===== config.mk =====
export PLATFORM = sky130hd
export DESIGN_NAME = pipe_ctrl
export DESIGN_NICKNAME = d
export VERILOG_FILES = /design/src/rtl/pipe_ctrl.sv
export SDC_FILE = /design/constraint.sdc
export NUM_CORES = 1
export LEC_CHECK = 0
export CORE_UTILIZATION = 40
export CTS_BUF_LIST = sky130_fd_sc_hd__clkbuf_4
export DETAILED_ROUTE_END_ITERATION = 7
export PLACE_DENSITY = 0.68
export SYNTH_ARGS = -nofsm -noshare
export SYNTH_HDL_FRONTEND = slang
export SYNTH_SLANG_ARGS = --single-unit

===== constraint.sdc =====
create_clock -name clk -period 4.5 [get_ports clk]
set_clock_uncertainty 0.1 [all_clocks]
set_input_delay 0.9 -clock clk [delete_from_list [all_inputs] [get_ports clk]]
set_output_delay 0.9 -clock clk [all_outputs]
set_load 0.02 [all_outputs]

===== src/rtl/pipe_ctrl.sv =====
// -----------------------------------------------------------------------------
// pipe_ctrl -- hazard / stall / flush controller for a 5-stage in-order pipeline
//
// Merges the per-stage hold requests into a per-register stall vector. It also
// sequences multi-cycle EX operations: a small IDLE/BUSY FSM with a down-counter
// holds EX for the full operation length. Redirect requests are registered into
// a one-cycle flush pulse that carries the new PC.
//
// Ports
//   clk           in   single clock, all state updates on posedge
//   rst           in   synchronous, active-high reset
//   id_stallreq   in   ID hold request (load-use, operand not ready)
//   ex_stallreq   in   EX hold request (external)
//   mem_stallreq  in   MEM hold request (bus wait)
//   mc_start      in   EX begins a multi-cycle op this cycle
//   mc_len        in   total EX cycles of that op (0/1 = no hold)
//   flush_req     in   redirect request (mispredict / exception)
//   flush_pc      in   redirect target, sampled with flush_req
//   stall[4:0]    out  hold per register: PC, IF/ID, ID/EX, EX/MEM, MEM/WB
//   flush         out  clear all pipeline registers and load new_pc into PC
//   new_pc        out  redirect target (valid while flush=1, else last target)
//   mc_busy       out  a multi-cycle op is holding EX
//   mc_done       out  final cycle of a multi-cycle op
// -----------------------------------------------------------------------------
module pipe_ctrl #(
    parameter int PC_W     = 32,
    parameter int MC_LEN_W = 4
) (
    input  logic                clk,
    input  logic                rst,
    input  logic                id_stallreq,
    input  logic                ex_stallreq,
    input  logic                mem_stallreq,
    input  logic                mc_start,
    input  logic [MC_LEN_W-1:0] mc_len,
    input  logic                flush_req,
    input  logic [PC_W-1:0]     flush_pc,
    output logic [4:0]          stall,
    output logic                flush,
    output logic [PC_W-1:0]     new_pc,
    output logic                mc_busy,
    output logic                mc_done
);

    typedef enum logic {
        ST_IDLE = 1'b0,
        ST_BUSY = 1'b1
    } state_t;

    state_t              state_reg, state_next;
    logic [MC_LEN_W-1:0] cnt_reg, cnt_next;

    // Redirect bookkeeping: a pending flag with its target, plus the last
    // target actually issued so new_pc stays stable between flushes.
    logic                pend_reg, pend_next;
    logic [PC_W-1:0]     tgt_reg, tgt_next;
    logic [PC_W-1:0]     new_pc_reg, new_pc_next;

    logic                flush_int;
    logic                mc_go;
    logic                ex_hold;
    logic [2:0]          hold_depth;

    // A pending redirect is issued as soon as MEM is not holding; a bus wait
    // cannot be flushed away, so the redirect waits for it.
    assign flush_int = pend_reg && !mem_stallreq;

    // A length of 0 or 1 completes in a single EX cycle and needs no hold.
    assign mc_go = mc_start && (mc_len > MC_LEN_W'(1));

    // ------------------------------------------------------------------
    // State register
    // ------------------------------------------------------------------
    always_ff @(posedge clk) begin
        if (rst) begin
            state_reg  <= ST_IDLE;
            cnt_reg    <= '0;
            pend_reg   <= 1'b0;
            tgt_reg    <= '0;
            new_pc_reg <= '0;
        end else begin
            state_reg  <= state_next;
            cnt_reg    <= cnt_next;
            pend_reg   <= pend_next;
            tgt_reg    <= tgt_next;
            new_pc_reg <= new_pc_next;
        end
    end

    // ------------------------------------------------------------------
    // Next-state logic
    // ------------------------------------------------------------------
    always_comb begin
        state_next = state_reg;
        cnt_next   = cnt_reg;

        if (flush_int) begin
            // A redirect kills any in-flight multi-cycle op, and a start
            // presented in the flush cycle belongs to a squashed instruction.
            state_next = ST_IDLE;
            cnt_next   = '0;
        end else begin
            case (state_reg)
                ST_IDLE: begin
                    if (mc_go) begin
                        // Cycle N is already held combinationally, so BUSY
                        // covers the remaining L-1 cycles: cnt runs L-2..0.
                        state_next = ST_BUSY;
                        cnt_next   = mc_len - MC_LEN_W'(2);
                    end
                end
                ST_BUSY: begin
                    if (cnt_reg == '0) begin
                        state_next = ST_IDLE;
                    end else begin
                        cnt_next = cnt_reg - MC_LEN_W'(1);
                    end
                end
                default: begin
                    state_next = ST_IDLE;
                    cnt_next   = '0;
                end
            endcase
        end
    end

    always_comb begin
        pend_next   = pend_reg;
        tgt_next    = tgt_reg;
        new_pc_next = new_pc_reg;

        if (flush_int) begin
            new_pc_next = tgt_reg;
        end

        // A new request always wins: it overwrites a waiting target, and a
        // request arriving in the flush cycle re-arms for a second flush.
        if (flush_req) begin
            pend_next = 1'b1;
            tgt_next  = flush_pc;
        end else if (flush_int) begin
            pend_next = 1'b0;
        end
    end

    // ------------------------------------------------------------------
    // Output logic
    // ------------------------------------------------------------------
    always_comb begin
        mc_busy = (state_reg == ST_BUSY);
        mc_done = (state_reg == ST_BUSY) && (cnt_reg == '0) && !flush_int;
        flush   = flush_int;
        new_pc  = flush_int ? tgt_reg : new_pc_reg;

        ex_hold = ex_stallreq || (state_reg == ST_BUSY) ||
                  (mc_go && (state_reg == ST_IDLE));

        // hold_depth = number of registers (from the PC upward) that hold.
        // The first non-held register downstream loads a bubble.
        hold_depth = 3'd0;
        if (flush_int) begin
            hold_depth = 3'd0;
        end else if (mem_stallreq) begin
            hold_depth = 3'd4;
        end else if (ex_hold) begin
            hold_depth = 3'd3;
        end else if (id_stallreq) begin
            hold_depth = 3'd2;
        end
    end

    genvar gi;
    generate
        for (gi = 0; gi < 5; gi++) begin : g_stall
            assign stall[gi] = (hold_depth > 3'(gi));
        end
    endgenerate

endmodule


==> out/qor.yml, run 1 <==
drt_iter0_markers: 50
yosysTopAreaCell: "dfxtp_1"
vias_per_cell: 4.49
postRouteAntennaNets: 0
detail_route.wirelength_um: 5870
outcome: "finished, final reports clean"
cp.arrival_ns: 2.75
die_area_um2: 7480
tns_ns: 0
final_cell_mix: "nand2_1, clkdlybuf4s50_1, dfxtp_1, nor2_1, mux2i_1"
clock_latency_ns: 0.41
antenna_found_initial: 0
min_to: "cnt_reg[3]"
cts.clk_slew.worst_paths_ns: 0.11
min_period_over_period_pct: 83.3
synthesis.nets: 374
grt_pass1_wl_um: 9450
r2r_cells: 6
regToRegSetupSlack_ns: 2.95
hold_start: "cnt_reg[3]"
final_common_cell: "nand2_1"
layout-drive-gt1-share_pct: 6.16
die_w_um: 86.5
cts_setup_buffers: 0
finish.utilization_pct: 56.2
timing.rr.start: "cnt_reg[0]"
vias: 2252
tightest_slew_ns: 1.15
cts_buffers: 9
fin_total_pwr_mw: 1.35
ys.flop_type: "dfxtp_1"
ys_warn_count: 0
overflow: 0
syn_to_final_growth_pct: 34.6
synthTopCellsByArea: "dfxtp_1, nand2_1, mux2i_1"
min_path_cells: 2
criticalPathCategory: "input port to primary output"
firstDrtPassIters: 4
antenna_cells: 0
grt_pass1_vias: 2064
drc: 0
drv_slew: 0
cap_viol_max_count: 0
initial_utilization_pct: 41.8
gp_congestion: 0.749
slew_headroom_pct: 23.3
multi_input_area_um2: 1300
core_area_um2: 6830
layout.cells.non_filler: 502
power.density_nw_per_um2: 352
cts_root_buf: "clkbuf_4"
timing.final.hold_violations: 0
yosysTopAreaCellShare_pct: 49.1
dpl.cell_count: 486
synth.avg_cell_area_um2: 8.70
finalSetupViolCount: 0
synth_cell_type_count: 31
grtUsageTotal_pct: 16.5
io_buffers: 81
yosysSeqAreaShare_pct: 49.1
cp_max_fo: 18
synth_area_um2: 2850
clock-sinks: 70
h-tree-depth: 3
rsz0062_at_grt: "no"
p_leak_nw: 1.68
fin_area_um2: 3840
cp-end-kind: "primary output"
dpl_cell_area_um2: 3660
dp_hpwl_um: 3790
hold_buffers: 0
die_y_um: 86.5
worstHoldPathType: "flop to flop"
synth_edf_count: 0
core.rowCount: 30
nFillCells: 674
regToRegEndpoint: "cnt_reg[0]"
cts_tree: "built"
min_period_ns: 3.75
syn_inst: 328
cts_resized: 0
crit_required_ns: 3.50
clockBufferDepth: 2
synth-seq-cells: 70
irDropWorstVdd_mv: 0.178
grt_max_degree: 67
max_freq_ghz: 0.267
wl_per_cell_um: 11.7
io_pins: 83
synth-async-reset-ratio_pct: 0
cp-start-kind: "input port"
final_nets: 447
register_area_um2: 1400
## routing by layer
layer | vias up | wire length, um | track usage (%)
met5 | - | 0 | 0
met4 | 0 | 85 | 7.27
met3 | 10 | 285 | 4.67
met2 | 55 | 2740 | 27.3
met1 | 1014 | 2760 | 20.0
li1 | 1173 | - | -
## layout make-up
class	count	share of cell area, %
Sequential cell	70	36.5
Tap cell	96	3.13
Multi-Input combinational cell	231	33.8
Inverter	6	0.716
Timing Repair Buffer	83	21.2
Clock inverter	7	2.93
Clock buffer	9	1.76
## metrics by stage
stage / hold slack (ns) / worst slack (ns)
2_1_floorplan: 0.357 / 1.81
3_3_place_gp: 0.371 / 0.750
3_5_place_dp: 0.374 / 0.750
4_1_cts: 0.389 / 0.730
5_1_grt: 0.416 / 0.646
6_report: 0.387 / 0.749
## cell usage after synthesis (all sizes together) (2+ instances only)
cell type and number:
a21oi 5, a31oi 2, buf 15, clkbuf 6, dfxtp 70, ha 3
inv 6, mux2i 34, nand2 97, nand2b 3, nor2 39, nor2b 33
o21ai 5
## power by group
group / switching, mW / internal (mW) / leakage (nW)
Sequential: 0.0175 / 0.647 / 0.572
Clock: 0.218 / 0.277 / 0.0872
Combinational: 0.0919 / 0.102 / 1.02
Total: 0.327 / 1.03 / 1.68
## how the worst max path moves through the flow
stage,depth (start not counted),to,startpoint,slack (ns)
after global placement,6,new_pc[9],mem_stallreq,0.75
after floorplan,5,stall[0],mem_stallreq,1.81
after detailed placement,6,new_pc[13],mem_stallreq,0.75
after CTS,6,new_pc[13],mem_stallreq,0.73
final,6,new_pc[9],mem_stallreq,0.75
after global routing,6,new_pc[13],mem_stallreq,0.65
## kinds of logic after synthesis
logic type	share of synthesized area, %
AO/OA/AOI/OAI	3.38
XOR/XNOR	0.614
adder cells (fa/ha/maj)	1.32
buffers and inverters	5.44
flip-flops	49.1
multiplexers	11.9
other	0.131
AND/OR/NAND/NOR	28.1
## critical path, cell delays in order
cell and delay, ns:
clkdlybuf4s50_1 0.53, nand2b_1 0.24, buf_4 0.27, nand2_1 0.08, nand2_1 0.10, clkdlybuf4s50_1 0.61
No activity file was read; power rests on OpenSTA's default activity.
==> run 2: changes to the inputs <==
==> constraint.sdc (replaced) <==
create_clock -name clk -period 3.9 [get_ports clk]
set_clock_uncertainty 0.1 [all_clocks]
set_input_delay 0.78 -clock clk [delete_from_list [all_inputs] [get_ports clk]]
set_output_delay 0.78 -clock clk [all_outputs]
set_load 0.02 [all_outputs]
==> out/qor.yml, run 2 (synthesized netlist as in run 1, its figures left out) <==
layout.cells.non_filler: 501
outcome: "finished, final reports clean"
die_y_um: 86.5
crit_required_ns: 3.02
setup_ws_ns: 0.374
syn_to_final_growth_pct: 31.8
vias: 2232
cts_setup_buffers: 0
cp_max_fo: 18
clock_latency_ns: 0.39
dpl.cell_count: 487
initial_utilization_pct: 41.8
cts_tree: "built"
grtUsageTotal_pct: 17.0
fin_hold_ws_ns: 0.388
timing.final.hold_violations: 0
cts_resized: 0
final_cell_mix: "nand2_1, clkdlybuf4s50_1, dfxtp_1, nor2_1, mux2i_1"
worstHoldPathType: "flop to flop"
tns_ns: 0
min_period_over_period_pct: 90.4
die_area_um2: 7480
grt_pass1_wl_um: 9720
dp_hpwl_um: 3830
rsz0062_at_grt: "no"
tightest_slew_ns: 1.02
overflow: 0
die_w_um: 86.5
drv_slew: 0
cap_viol_max_count: 0
cts_root_buf: "clkbuf_4"
hold_buffers: 0
cts.clk_slew.worst_paths_ns: 0.09
slew_headroom_pct: 32.2
nFillCells: 677
antenna_cells: 0
grt_pass1_vias: 2112
cp-start-kind: "input port"
p_leak_nw: 1.66
irDropWorstVdd_mv: 0.186
grt_max_degree: 52
finish.utilization_pct: 55.1
drc: 0
final_nets: 448
drt_iter0_markers: 101
r2r_cells: 6
dpl_worst_slack_ns: 0.380
final_common_cell: "nand2_1"
postRouteAntennaNets: 0
h-tree-depth: 3
antenna_found_initial: 0
core.rowCount: 30
min_path_cells: 2
clockBufferDepth: 2
cpPeakStageDelay_ns: 0.61
firstDrtPassIters: 4
layout-drive-gt1-share_pct: 5.68
fin_total_pwr_mw: 1.35
gp_congestion: 0.743
wl_per_cell_um: 11.7
cpMaxStageDelayCell: "clkdlybuf4s50_1"
io_pins: 83
min_period_ns: 3.53
power.density_nw_per_um2: 358
clock-sinks: 70
cp.arrival_ns: 2.65
crit_chain: "clkdlybuf4s50_1, nand2b_1, buf_4, nand2_1, nand2_1, clkdlybuf4s50_1"
fin_area_um2: 3760
cp-end-kind: "primary output"
max_freq_ghz: 0.284
cts_buffers: 9
dpl_cell_area_um2: 3670
criticalPathCategory: "input port to primary output"
finalSetupViolCount: 0
vias_per_cell: 4.46
io_buffers: 81
core_area_um2: 6830
detail_route.wirelength_um: 5850
==> run 2: worst max-delay path: cells and delay by family <==
kind | cells | cell delay [ns]
buffers and inverters | 3 | 1.42
and+or+nand+nor | 3 | 0.43
==> run 2: area by class of cell <==
type / instances / area (um2) / area share (%)
clock buffers: 10 / 75.1 / 2.00
clock inverters: 4 / 16.3 / 0.432
inverters: 6 / 27.5 / 0.732
multi-input cells: 231 / 1300 / 34.5
flip-flops and latches: 70 / 1400 / 37.3
well taps: 96 / 120 / 3.19
repair buffers: 84 / 823 / 21.9
==> run 2: per-layer routing <==
metal  track usage [%]  part of all wire, %  up-vias
met5                 0                    0        -
met4              6.82                 0.77        0
met3              4.86                  4.9        4
met2              26.9                   46       56
met1              21.8                   48      993
li1                  -                    -     1179
==> run 2: final timing paths <==
| kind | from | end | slack, ns |
|---|---|---|---|
| worst max-delay path | mem_stallreq | new_pc[9] | 0.37 |
| worst min-delay path | cnt_reg[3] | cnt_reg[3] | 0.39 |
| worst max register to register | cnt_reg[0] | cnt_reg[0] | 2.32 |
| worst min register to register | cnt_reg[3] | cnt_reg[3] | 0.39 |
==> run 2: where the power goes <==
part | internal, mW | switching (mW)
Clock | 0.125 | 0.229
Sequential | 0.747 | 0.0202
Combinational | 0.118 | 0.107
==> run 3: changes to the inputs <==
--- a/config.mk
+++ b/config.mk
@@ -8,6 +8,7 @@
 export CORE_UTILIZATION = 40
 export CTS_BUF_LIST = sky130_fd_sc_hd__clkbuf_4
 export DETAILED_ROUTE_END_ITERATION = 7
+export MAX_ROUTING_LAYER = met4
 export PLACE_DENSITY = 0.68
 export SYNTH_ARGS = -nofsm -noshare
 export SYNTH_HDL_FRONTEND = slang
==> out/qor.yml, run 3 (synthesized netlist as in run 1, its figures left out) <==
outcome: "finished, final reports clean"
initial_utilization_pct: 41.8
dp_hpwl_um: 3830
h-tree-depth: 3
antenna_found_initial: 0
min_period_over_period_pct: 90.4
cts_resized: 0
cts_buffers: 9
die_area_um2: 7480
cts_tree: "built"
gp_congestion: 0.753
grt_pass1_vias: 2112
die_w_um: 86.5
cap_viol_max_count: 0
drv_slew: 0
timing.rr.start: "cnt_reg[0]"
overflow: 0
dpl_worst_slack_ns: 0.380
die_y_um: 86.5
cts_root_buf: "clkbuf_4"
drc: 0
fin_area_um2: 3760
tightest_slew_ns: 1.02
min_period_ns: 3.53
grt_max_degree: 52
antenna_cells: 0
multi_input_area_um2: 1300
vias: 2229
criticalPathCategory: "input port to primary output"
io_buffers: 81
regToRegEndpoint: "cnt_reg[0]"
wl_per_cell_um: 11.7
cp-endpoint: "new_pc[9]"
vias_per_cell: 4.45
drt_iter0_markers: 102
hold_buffers: 0
io_pins: 83
syn_to_final_growth_pct: 31.8
nFillCells: 677
timing.final.hold_violations: 0
max_freq_ghz: 0.284
irDropWorstVdd_mv: 0.186
cp.arrival_ns: 2.65
layout-drive-gt1-share_pct: 5.68
cts_setup_buffers: 0
core.rowCount: 30
final_cell_mix: "nand2_1, clkdlybuf4s50_1, dfxtp_1, nor2_1, mux2i_1"
crit_required_ns: 3.02
cp_max_fo: 18
grt_pass1_wl_um: 9720
r2r_cells: 6
final_nets: 448
register_area_um2: 1400
core_area_um2: 6830
postRouteAntennaNets: 0
rsz0062_at_grt: "no"
grtUsageTotal_pct: 17.6
cp-end-kind: "primary output"
p_leak_nw: 1.66
finalSetupViolCount: 0
firstDrtPassIters: 4
clock_latency_ns: 0.39
dpl_cell_area_um2: 3670
slew_headroom_pct: 32.2
clock-sinks: 70
final_common_cell: "nand2_1"
cp-start-kind: "input port"
tns_ns: 0
detail_route.wirelength_um: 5860
setup_ws_ns: 0.374
cts.clk_slew.worst_paths_ns: 0.09
regToRegSetupSlack_ns: 2.32
clockBufferDepth: 2
finish.utilization_pct: 55.1
worstHoldPathType: "flop to flop"
startpoint: "mem_stallreq"
power.density_nw_per_um2: 358
fin_total_pwr_mw: 1.35
[run 3: cell counts in the layout (fill, tap and decap cells not counted)]
No cell type changed its count.
[run 3: critical path, stage by stage]
cell and delay [ns]:
clkdlybuf4s50_1 0.53, nand2b_1 0.24, buf_4 0.28, nand2_1 0.08, nand2_1 0.11, clkdlybuf4s50_1 0.61
[run 3: worst min path at each step]
stage | end | cells after the start | startpoint | slack, ns
3_3_place_gp | cnt_reg[3] | 2 | cnt_reg[3] | 0.37
2_1_floorplan | pend_reg | 2 | pend_reg | 0.36
4_1_cts | cnt_reg[3] | 2 | cnt_reg[3] | 0.39
6_report | cnt_reg[3] | 2 | cnt_reg[3] | 0.39
3_5_place_dp | cnt_reg[3] | 2 | cnt_reg[3] | 0.38
5_1_grt | cnt_reg[3] | 2 | cnt_reg[3] | 0.42
[run 3: through the flow]
stage,hold slack (ns),cells
2_1_floorplan,0.357,328
3_3_place_gp,0.370,487
3_5_place_dp,0.378,487
4_1_cts,0.393,501
5_1_grt,0.417,501
6_report,0.388,501
[run 3: area by class of cell]
class / instances / share of cell area [%]
clock buffers: 10 / 2.00
clock inverters: 4 / 0.432
inverters: 6 / 0.732
multi-input cells: 231 / 34.5
flip-flops and latches: 70 / 37.3
well taps: 96 / 3.19
repair buffers: 84 / 21.9
[run 3: per-layer routing]
metal | vias to the layer above | track usage, % | wire length (um)
met2 | 56 | 26.9 | 2700
met3 | 2 | 5.14 | 285
li1 | 1179 | - | -
met5 | - | - | 0
met4 | 0 | 6.82 | 37
met1 | 992 | 21.8 | 2830
[run 3: report_power, final]
| part | switching [mW] | leakage (nW) | internal [mW] | total, mW |
|---|---|---|---|---|
| Clock | 0.229 | 0.0546 | 0.125 | 0.354 |
| Combinational | 0.107 | 1.03 | 0.118 | 0.225 |
| Sequential | 0.0202 | 0.572 | 0.747 | 0.767 |
